## config.mk

```make
export PLATFORM = sky130hd
export DESIGN_NAME = clk_div_multi
export DESIGN_NICKNAME = d
export VERILOG_FILES = /design/src/rtl/clk_div_pkg.sv /design/src/rtl/clk_div_multi_if.sv /design/src/rtl/clk_div_ch.sv /design/src/rtl/clk_div_multi.sv
export SDC_FILE = /design/constraint.sdc
export NUM_CORES = 1
export LEC_CHECK = 0
export CORE_UTILIZATION = 30
export DETAILED_ROUTE_END_ITERATION = 10
export DONT_BUFFER_PORTS = 1
export GPL_TIMING_DRIVEN = 0
export REMOVE_ABC_BUFFERS = 1
export SYNTH_ARGS = -nofsm -noshare
export SYNTH_HDL_FRONTEND = slang
export SYNTH_SLANG_ARGS = --single-unit
```

## constraint.sdc

```tcl
create_clock -name sysclk -period 1.96 [get_ports sysclk]
set_clock_uncertainty 0.2 [all_clocks]
set_input_delay 0.098 -clock sysclk [delete_from_list [all_inputs] [get_ports sysclk]]
set_output_delay 0.098 -clock sysclk [all_outputs]
set_load 0.02 [all_outputs]
```

## src/rtl/clk_div_pkg.sv

```systemverilog
// Shared constants for the multi-channel clock divider.
// Optional phase-sync input is enabled by defining CLK_DIV_PHASE_SYNC_EN.
package clk_div_pkg;

  // Channel output modes
  localparam logic MODE_TOGGLE = 1'b0;  // 50% square wave on o_clk
  localparam logic MODE_PULSE  = 1'b1;  // one-cycle o_tick only, o_clk held 0

  // Divide values for a 12 MHz sysclk (toggle-mode output frequency)
  localparam int unsigned DEF_DIV_1KHZ = 5999;
  localparam int unsigned DEF_DIV_1HZ  = 5_999_999;

  // Width of a channel address; a single channel still needs one address bit
  function automatic int unsigned ch_addr_w(input int unsigned n);
    return (n > 1) ? $clog2(n) : 1;
  endfunction

endpackage

```

## src/rtl/clk_div_multi_if.sv

```systemverilog
// Per-channel connection between the clk_div_multi write decode and one
// clk_div_ch instance. The sync signal is only driven high when the design
// is built with CLK_DIV_PHASE_SYNC_EN; otherwise it is tied low.
//
// Handshake: wr is a one-cycle strobe with no back-pressure; wr_div/wr_mode
// are only meaningful in the cycle wr is 1. en and sync are level inputs
// sampled every sysclk edge. clk_o/tick/pend are registered channel outputs.
interface clk_div_multi_if #(
  parameter int CNT_W = 24
) ();

  logic             en;
  logic             wr;
  logic [CNT_W-1:0] wr_div;
  logic             wr_mode;
  logic             sync;
  logic             clk_o;
  logic             tick;
  logic             pend;

  // Decode side drives configuration, reads channel outputs
  modport master (
    output en, wr, wr_div, wr_mode, sync,
    input  clk_o, tick, pend
  );

  // Channel side
  modport slave (
    input  en, wr, wr_div, wr_mode, sync,
    output clk_o, tick, pend
  );

endinterface

```

## src/rtl/clk_div_ch.sv

```systemverilog
// One divider channel: counter, shadow/active divide+mode registers and the
// toggle/pulse output logic. A new configuration is written into the shadow
// and copied into the active registers only at a terminal count (or at once
// when the channel is disabled), so the output never glitches mid-period.
// Phase sync (CLK_DIV_PHASE_SYNC_EN at the top) arrives on bus.sync.
module clk_div_ch
  import clk_div_pkg::*;
#(
  parameter int               CNT_W    = 24,
  parameter logic [CNT_W-1:0] DEF_DIV  = CNT_W'(DEF_DIV_1KHZ),
  parameter bit               DEF_MODE = MODE_TOGGLE
) (
  input  logic            sysclk,
  input  logic            i_rst_n,
  clk_div_multi_if.slave  bus
);

  logic [CNT_W-1:0] r_cnt;
  logic [CNT_W-1:0] r_act_div;
  logic [CNT_W-1:0] r_sh_div;
  logic             r_act_mode;
  logic             r_sh_mode;
  logic             r_pend;
  logic             r_clk;
  logic             r_tick;

  logic             w_sync;
  logic             w_tc;
  logic             w_apply;
  logic             w_keep_tgl;
  logic [CNT_W-1:0] w_cnt_nxt;
  logic             w_clk_nxt;
  logic             w_pend_nxt;
  logic             w_tick_nxt;

  // Event decode: sync, terminal count, and whether the shadow is applied now
  always_comb begin
    w_sync     = bus.sync & bus.en;
    w_tc       = bus.en & (r_cnt == r_act_div);
    // Enabled channels apply at TC or sync; disabled channels apply at once
    w_apply    = r_pend & (w_sync | w_tc | ~bus.en);
    // Only a toggle->toggle apply keeps the running o_clk phase
    w_keep_tgl = (r_act_mode == MODE_TOGGLE) & (r_sh_mode == MODE_TOGGLE);
  end

  // Next-state for counter, divided clock, tick and pending flag
  always_comb begin
    w_cnt_nxt  = r_cnt + 1'b1;
    w_clk_nxt  = r_clk;
    w_tick_nxt = w_tc & ~w_sync;
    // A write in the apply cycle lands in the shadow and stays pending
    w_pend_nxt = bus.wr | (r_pend & ~w_apply);

    if (!bus.en || w_sync || w_tc) begin
      w_cnt_nxt = '0;
    end

    if (w_sync) begin
      w_clk_nxt = 1'b0;
    end else if (w_tc) begin
      if (w_apply) begin
        // Any mode change restarts o_clk from 0
        w_clk_nxt = w_keep_tgl & ~r_clk;
      end else if (r_act_mode == MODE_TOGGLE) begin
        w_clk_nxt = ~r_clk;
      end
    end else if (w_apply) begin
      // Disabled apply: hold level unless the mode changes
      w_clk_nxt = w_keep_tgl & r_clk;
    end
  end

  // State registers with asynchronous reset to the default configuration
  always_ff @(posedge sysclk or negedge i_rst_n) begin
    if (!i_rst_n) begin
      r_cnt      <= '0;
      r_act_div  <= DEF_DIV;
      r_sh_div   <= DEF_DIV;
      r_act_mode <= DEF_MODE;
      r_sh_mode  <= DEF_MODE;
      r_pend     <= 1'b0;
      r_clk      <= 1'b0;
      r_tick     <= 1'b0;
    end else begin
      r_cnt  <= w_cnt_nxt;
      r_clk  <= w_clk_nxt;
      r_tick <= w_tick_nxt;
      r_pend <= w_pend_nxt;
      if (w_apply) begin
        r_act_div  <= r_sh_div;
        r_act_mode <= r_sh_mode;
      end
      if (bus.wr) begin
        r_sh_div  <= bus.wr_div;
        r_sh_mode <= bus.wr_mode;
      end
    end
  end

  assign bus.clk_o = r_clk;
  assign bus.tick  = r_tick;
  assign bus.pend  = r_pend;

endmodule

```

## src/rtl/clk_div_multi.sv

```systemverilog
// NUM_CH independent clock-enable / divided-clock generators on sysclk.
// Top level decodes the configuration write to one channel and replicates
// clk_div_ch. Define CLK_DIV_PHASE_SYNC_EN to add the i_sync input that
// phase-aligns all enabled channels.
module clk_div_multi
  import clk_div_pkg::*;
#(
  parameter int          NUM_CH   = 4,
  parameter int          CNT_W    = 24,
  parameter int unsigned DEF_DIV  = DEF_DIV_1KHZ,
  parameter bit          DEF_MODE = MODE_TOGGLE,
  localparam int         CH_W     = ch_addr_w(NUM_CH)
) (
  input  logic              sysclk,
  input  logic              i_rst_n,
  input  logic [NUM_CH-1:0] i_en,
  input  logic              i_wr,
  input  logic [CH_W-1:0]   i_wr_ch,
  input  logic [CNT_W-1:0]  i_wr_div,
  input  logic              i_wr_mode,
`ifdef CLK_DIV_PHASE_SYNC_EN
  input  logic              i_sync,
`endif
  output logic [NUM_CH-1:0] o_clk,
  output logic [NUM_CH-1:0] o_tick,
  output logic [NUM_CH-1:0] o_pend
);

  logic w_sync;

`ifdef CLK_DIV_PHASE_SYNC_EN
  assign w_sync = i_sync;
`else
  // Channels free-run independently without the sync feature
  assign w_sync = 1'b0;
`endif

  for (genvar g = 0; g < NUM_CH; g++) begin : g_ch
    clk_div_multi_if #(.CNT_W(CNT_W)) u_bus ();

    // Write decode: addresses at or above NUM_CH match no channel
    assign u_bus.wr      = i_wr & (i_wr_ch == CH_W'(g));
    assign u_bus.wr_div  = i_wr_div;
    assign u_bus.wr_mode = i_wr_mode;
    assign u_bus.en      = i_en[g];
    assign u_bus.sync    = w_sync;

    clk_div_ch #(
      .CNT_W   (CNT_W),
      .DEF_DIV (CNT_W'(DEF_DIV)),
      .DEF_MODE(DEF_MODE)
    ) u_ch (
      .sysclk (sysclk),
      .i_rst_n(i_rst_n),
      .bus    (u_bus.slave)
    );

    assign o_clk[g]  = u_bus.clk_o;
    assign o_tick[g] = u_bus.tick;
    assign o_pend[g] = u_bus.pend;
  end

endmodule

```

==> results.cfg <==
[yosys]
synth_seq_area_share_pct = 47.98
synth-edff-count = 0
post_synth_fa_ha_maj_area_fraction_pct = 0.3076
post-synth-top-area-cell = sky130_fd_sc_hd__dfrtp_1
synth.top_cell.area_share_pct = 35.06
synthXorXnorAreaFrac_pct = 9.904
ys.flop_type = sky130_fd_sc_hd__dfrtp_1
syn_area_sq_um = 16270
synth_top_family_by_area = simple AND/OR/NAND/NOR gates
synth-compound-area-share_pct = 7.120
post_synth_and_or_nand_nor_area_fraction_pct = 23.91
synthesis.instances = 1566
synth_warnings = 0
synth.most_common_cell = sky130_fd_sc_hd__dfrtp_1
synth.area.mux_share_pct = 6.920
ys_async_sr_fraction_pct = 100.0
ys_top_cells_by_count = 228 x sky130_fd_sc_hd__dfrtp_1, 135 x sky130_fd_sc_hd__nand2_1, 135 x sky130_fd_sc_hd__nand3_1
synth_seq_cells = 308
synth.avg_cell_area_sq_um = 10.39
post_synth_num_cell_types = 42
synth.top_cells.by_area = sky130_fd_sc_hd__dfrtp_1 35%, sky130_fd_sc_hd__dfstp_2 13%, sky130_fd_sc_hd__mux2_2 6.9%, sky130_fd_sc_hd__a222oi_1 6.2%, sky130_fd_sc_hd__xor2_1 5.8%

[clock_tree]
clk_pin_slew_worst_paths_ns = 0.06
cts-buffers-inserted = 35
clock_tree.buffer_depth = 3
cts_tree = built
worst_skew_pair.late_latency_ns = 0.54
clk_root_buffer_cell = sky130_fd_sc_hd__clkbuf_16
h-tree-depth = 2
cts_num_sinks = 308

[pwr]
cellPowerDensity_nw_per_um2 = 754.6
ir_worst_vdd_uv = 567.7
p_leak_nw = 8.270

[critical_path]
critical_path.top_delay_family = simple AND/OR/NAND/NOR gates
critPathCaptureType = register
worstPathCellList = xor2_1 -> nor4_4 -> buf_4 -> nand4_4 -> o21ai_4 -> clkbuf_16 -> nor2_4
timing.critical_path.from_type = register
worst-path-buf-inv = 2
timing.critical_path.slowest_stage_cell = sky130_fd_sc_hd__dfrtp_2
worstPathMaxFanout = 6
cp.arrival_ns = 2.39
crit_path_max_incr_delay_ns = 0.45
timing.setup.critical_path_class = register to register
worstPathRequired_ns = 2.16

[place]
portbufs = 0
dpl.hpwl_microns = 27070
gp_congestion = 0.7971
placed_cells_incl_taps = 2149
placedInstanceArea_sq_um = 16790

[cells_and_area]
syn2layout_area_growth_pct = 32.02
final-instance-count-excl-fill = 2462
final_net_count = 1786
multiInputGateArea_sq_um = 9102
drive_above_1_share_pct = 37.34
n_fill_cell = 4849
final-seq-area_sq_um = 7849
post-route-cell-area_sq_um = 21480

[floorplan]
floorplan.initialDensity_pct = 30.66
chipWidth_microns = 234.9
io-pin-count = 46
coreArea_sq_um = 53080
rows = 84
die_height_microns = 234.9
die_area_sq_um = 55180

[sta]
rsz0062_at_grt = true
timing.setup.tns_ns = -24.24
fin_crit_sh_pct = 111.6
final-max-slew-violation-count = 0
achievable-frequency_mhz = 457.4
worst_slew_pin_slew_ns = 0.9582
max-slew-margin-rel_pct = 36.05
timing.final.setup_violations = 205
final_hold_viol_count = 308
post-route-worst-setup-slack_ns = -0.2265
final.hold.worst_slack_ns = -0.9379
final_critical_path_time_including_i_o_delays_and_setup_ns = 2.186

[global_route]
first_global_vias = 13663
grt_antenna_before_repair = 8
overflow = 0
grt_start_max_net_pins = 309
global_route_wire_length_before_repair_microns = 82660
globalRouteTotalUtil_pct = 18.83

[status]
run_status = finished with violations
failed_checks = hold timing, setup timing

[detailed_routing]
drtPass1Iterations = 7
drcViolationCount = 0
num_vias = 14256
routed_via_density = 5.790
finalWirelength_microns = 54700
post_drt_wl_per_cell_microns = 22.22
drtIter0Drc = 1802
drt.antenna.violating_nets = 0

[worst_hold_path]
min-delay-path-class = primary input to asynchronous set/reset pin

[job]
max_cap_violations = 0
sequential cells by signal (all words and copies together), names as in the netlist:
name                  count
g_ch.u_ch.bus.clk_o       4
g_ch.u_ch.r_sh_div       96
g_ch.u_ch.r_cnt          96
g_ch.u_ch.bus.tick        4
g_ch.u_ch.r_act_mode      4
g_ch.u_ch.r_sh_mode       4
g_ch.u_ch.bus.pend        4
g_ch.u_ch.r_act_div      96
layout make-up:
class	count	area share [%]
Antenna cell	1	0.01165
Clock buffer	52	4.945
Clock inverter	10	0.6232
Inverter	16	0.4427
Multi-Input combinational cell	1159	42.37
Sequential cell	308	36.54
Tap cell	688	4.007
Timing Repair Buffer	228	11.06
logic make-up after synthesis:
| family | after synthesis |
|---|---|
| AND/OR/NAND/NOR | 718 |
| XOR/XNOR | 184 |
| adder cells (fa/ha/maj) | 4 |
| multiplexers | 100 |
| buffers and inverters | 132 |
| AO/OA/AOI/OAI | 120 |
| flip-flops | 308 |
report_power, final:
part / total [W] / switching, W / leakage, nW / internal, W
combinational: 0.00172 / 0.000832 / 4.12 / 0.000888
clock: 0.00687 / 0.00272 / 0.584 / 0.00415
sequential: 0.00762 / 0.000564 / 3.56 / 0.00706
total: 0.0162 / 0.00411 / 8.27 / 0.0121
final timing paths:
check,from,end,slack (ns),depth (start not counted)
worst max register to register,g_ch[3].u_ch.r_cnt[11],g_ch[3].u_ch.r_cnt[8],-0.23,7
max in group asynchronous,i_rst_n,g_ch[1].u_ch.bus.pend,1.98,0
min in group sysclk,i_wr_ch[1],g_ch[3].u_ch.r_sh_div[13],0.01,2
worst min register to register,g_ch[1].u_ch.r_cnt[0],g_ch[1].u_ch.r_cnt[0],0.30,1
worst min-delay path,i_rst_n,g_ch[2].u_ch.r_cnt[18],-0.94,0
worst max-delay path,g_ch[3].u_ch.r_cnt[11],g_ch[3].u_ch.r_cnt[8],-0.23,7
placed cells by master, fill, tap and decap left out, types with 6 or more instances in the layout:
cell,instances
sky130_fd_sc_hd__dlygate4sd3_1,35
sky130_fd_sc_hd__clkbuf_16,40
sky130_fd_sc_hd__buf_6,59
sky130_fd_sc_hd__buf_8,13
sky130_fd_sc_hd__dfstp_2,80
sky130_fd_sc_hd__mux2_2,100
sky130_fd_sc_hd__xor2_1,90
sky130_fd_sc_hd__buf_4,104
sky130_fd_sc_hd__nand4_1,127
sky130_fd_sc_hd__dfrtp_1,203
sky130_fd_sc_hd__and3_1,17
sky130_fd_sc_hd__xor2_2,17
sky130_fd_sc_hd__nand3_1,132
sky130_fd_sc_hd__a222oi_1,100
sky130_fd_sc_hd__or2_4,17
sky130_fd_sc_hd__nand2_2,16
sky130_fd_sc_hd__and2_1,103
sky130_fd_sc_hd__nor2_4,32
sky130_fd_sc_hd__clkbuf_1,7
sky130_fd_sc_hd__xnor2_2,6
sky130_fd_sc_hd__nand4_4,9
sky130_fd_sc_hd__clkbuf_8,8
sky130_fd_sc_hd__nor2_2,50
sky130_fd_sc_hd__nor4_4,20
sky130_fd_sc_hd__and4_1,6
sky130_fd_sc_hd__nor3_1,16
sky130_fd_sc_hd__nand2b_1,6
sky130_fd_sc_hd__dfrtp_2,21
sky130_fd_sc_hd__inv_1,12
sky130_fd_sc_hd__and4_4,15
sky130_fd_sc_hd__xnor2_1,71
sky130_fd_sc_hd__nand2_1,118
sky130_fd_sc_hd__o21ai_4,8
sky130_fd_sc_hd__buf_12,10
sky130_fd_sc_hd__nor2_1,45
per-layer routing:
| metal | wire length [microns] | vias up | GRT usage [%] |
|---|---|---|---|
| met5 | 87 | - | 0 |
| met2 | 25430 | 695 | 29.51 |
| met1 | 22580 | 7259 | 25.94 |
| met4 | 1618 | 14 | 5.343 |
| met3 | 4984 | 134 | 4.194 |
| li1 | - | 6154 | - |
worst register-to-register path, delay by kind of cell, from the launching register on:
| kind | cells | cell delay (ns) |
|---|---|---|
| buffers and inverters | 2 | 0.43 |
| flip-flops | 1 | 0.45 |
| AO/OA/AOI/OAI | 1 | 0.27 |
| AND/OR/NAND/NOR | 3 | 0.52 |
| XOR/XNOR | 1 | 0.21 |
what timing repair did:
action,CTS,global route
setup buffers,130,44
resized for setup,191,150
cloned,33,5
hold endpoints to repair,616,309
hold buffers,37,2
endpoints found under the setup margin,210,208
pin swaps,208,181
through the flow:
step,setup WS [ns],power [W],utilization (%)
2_1_floorplan,-1.071,0.008558,-
3_3_place_gp,-2.825,0.008840,31.21
3_5_place_dp,-2.011,0.008953,31.64
4_1_cts,-0.1102,0.01618,38.62
5_1_grt,-0.2993,0.01679,40.47
6_report,-0.2265,0.01621,40.47
Power figures use the tool's default switching activity.
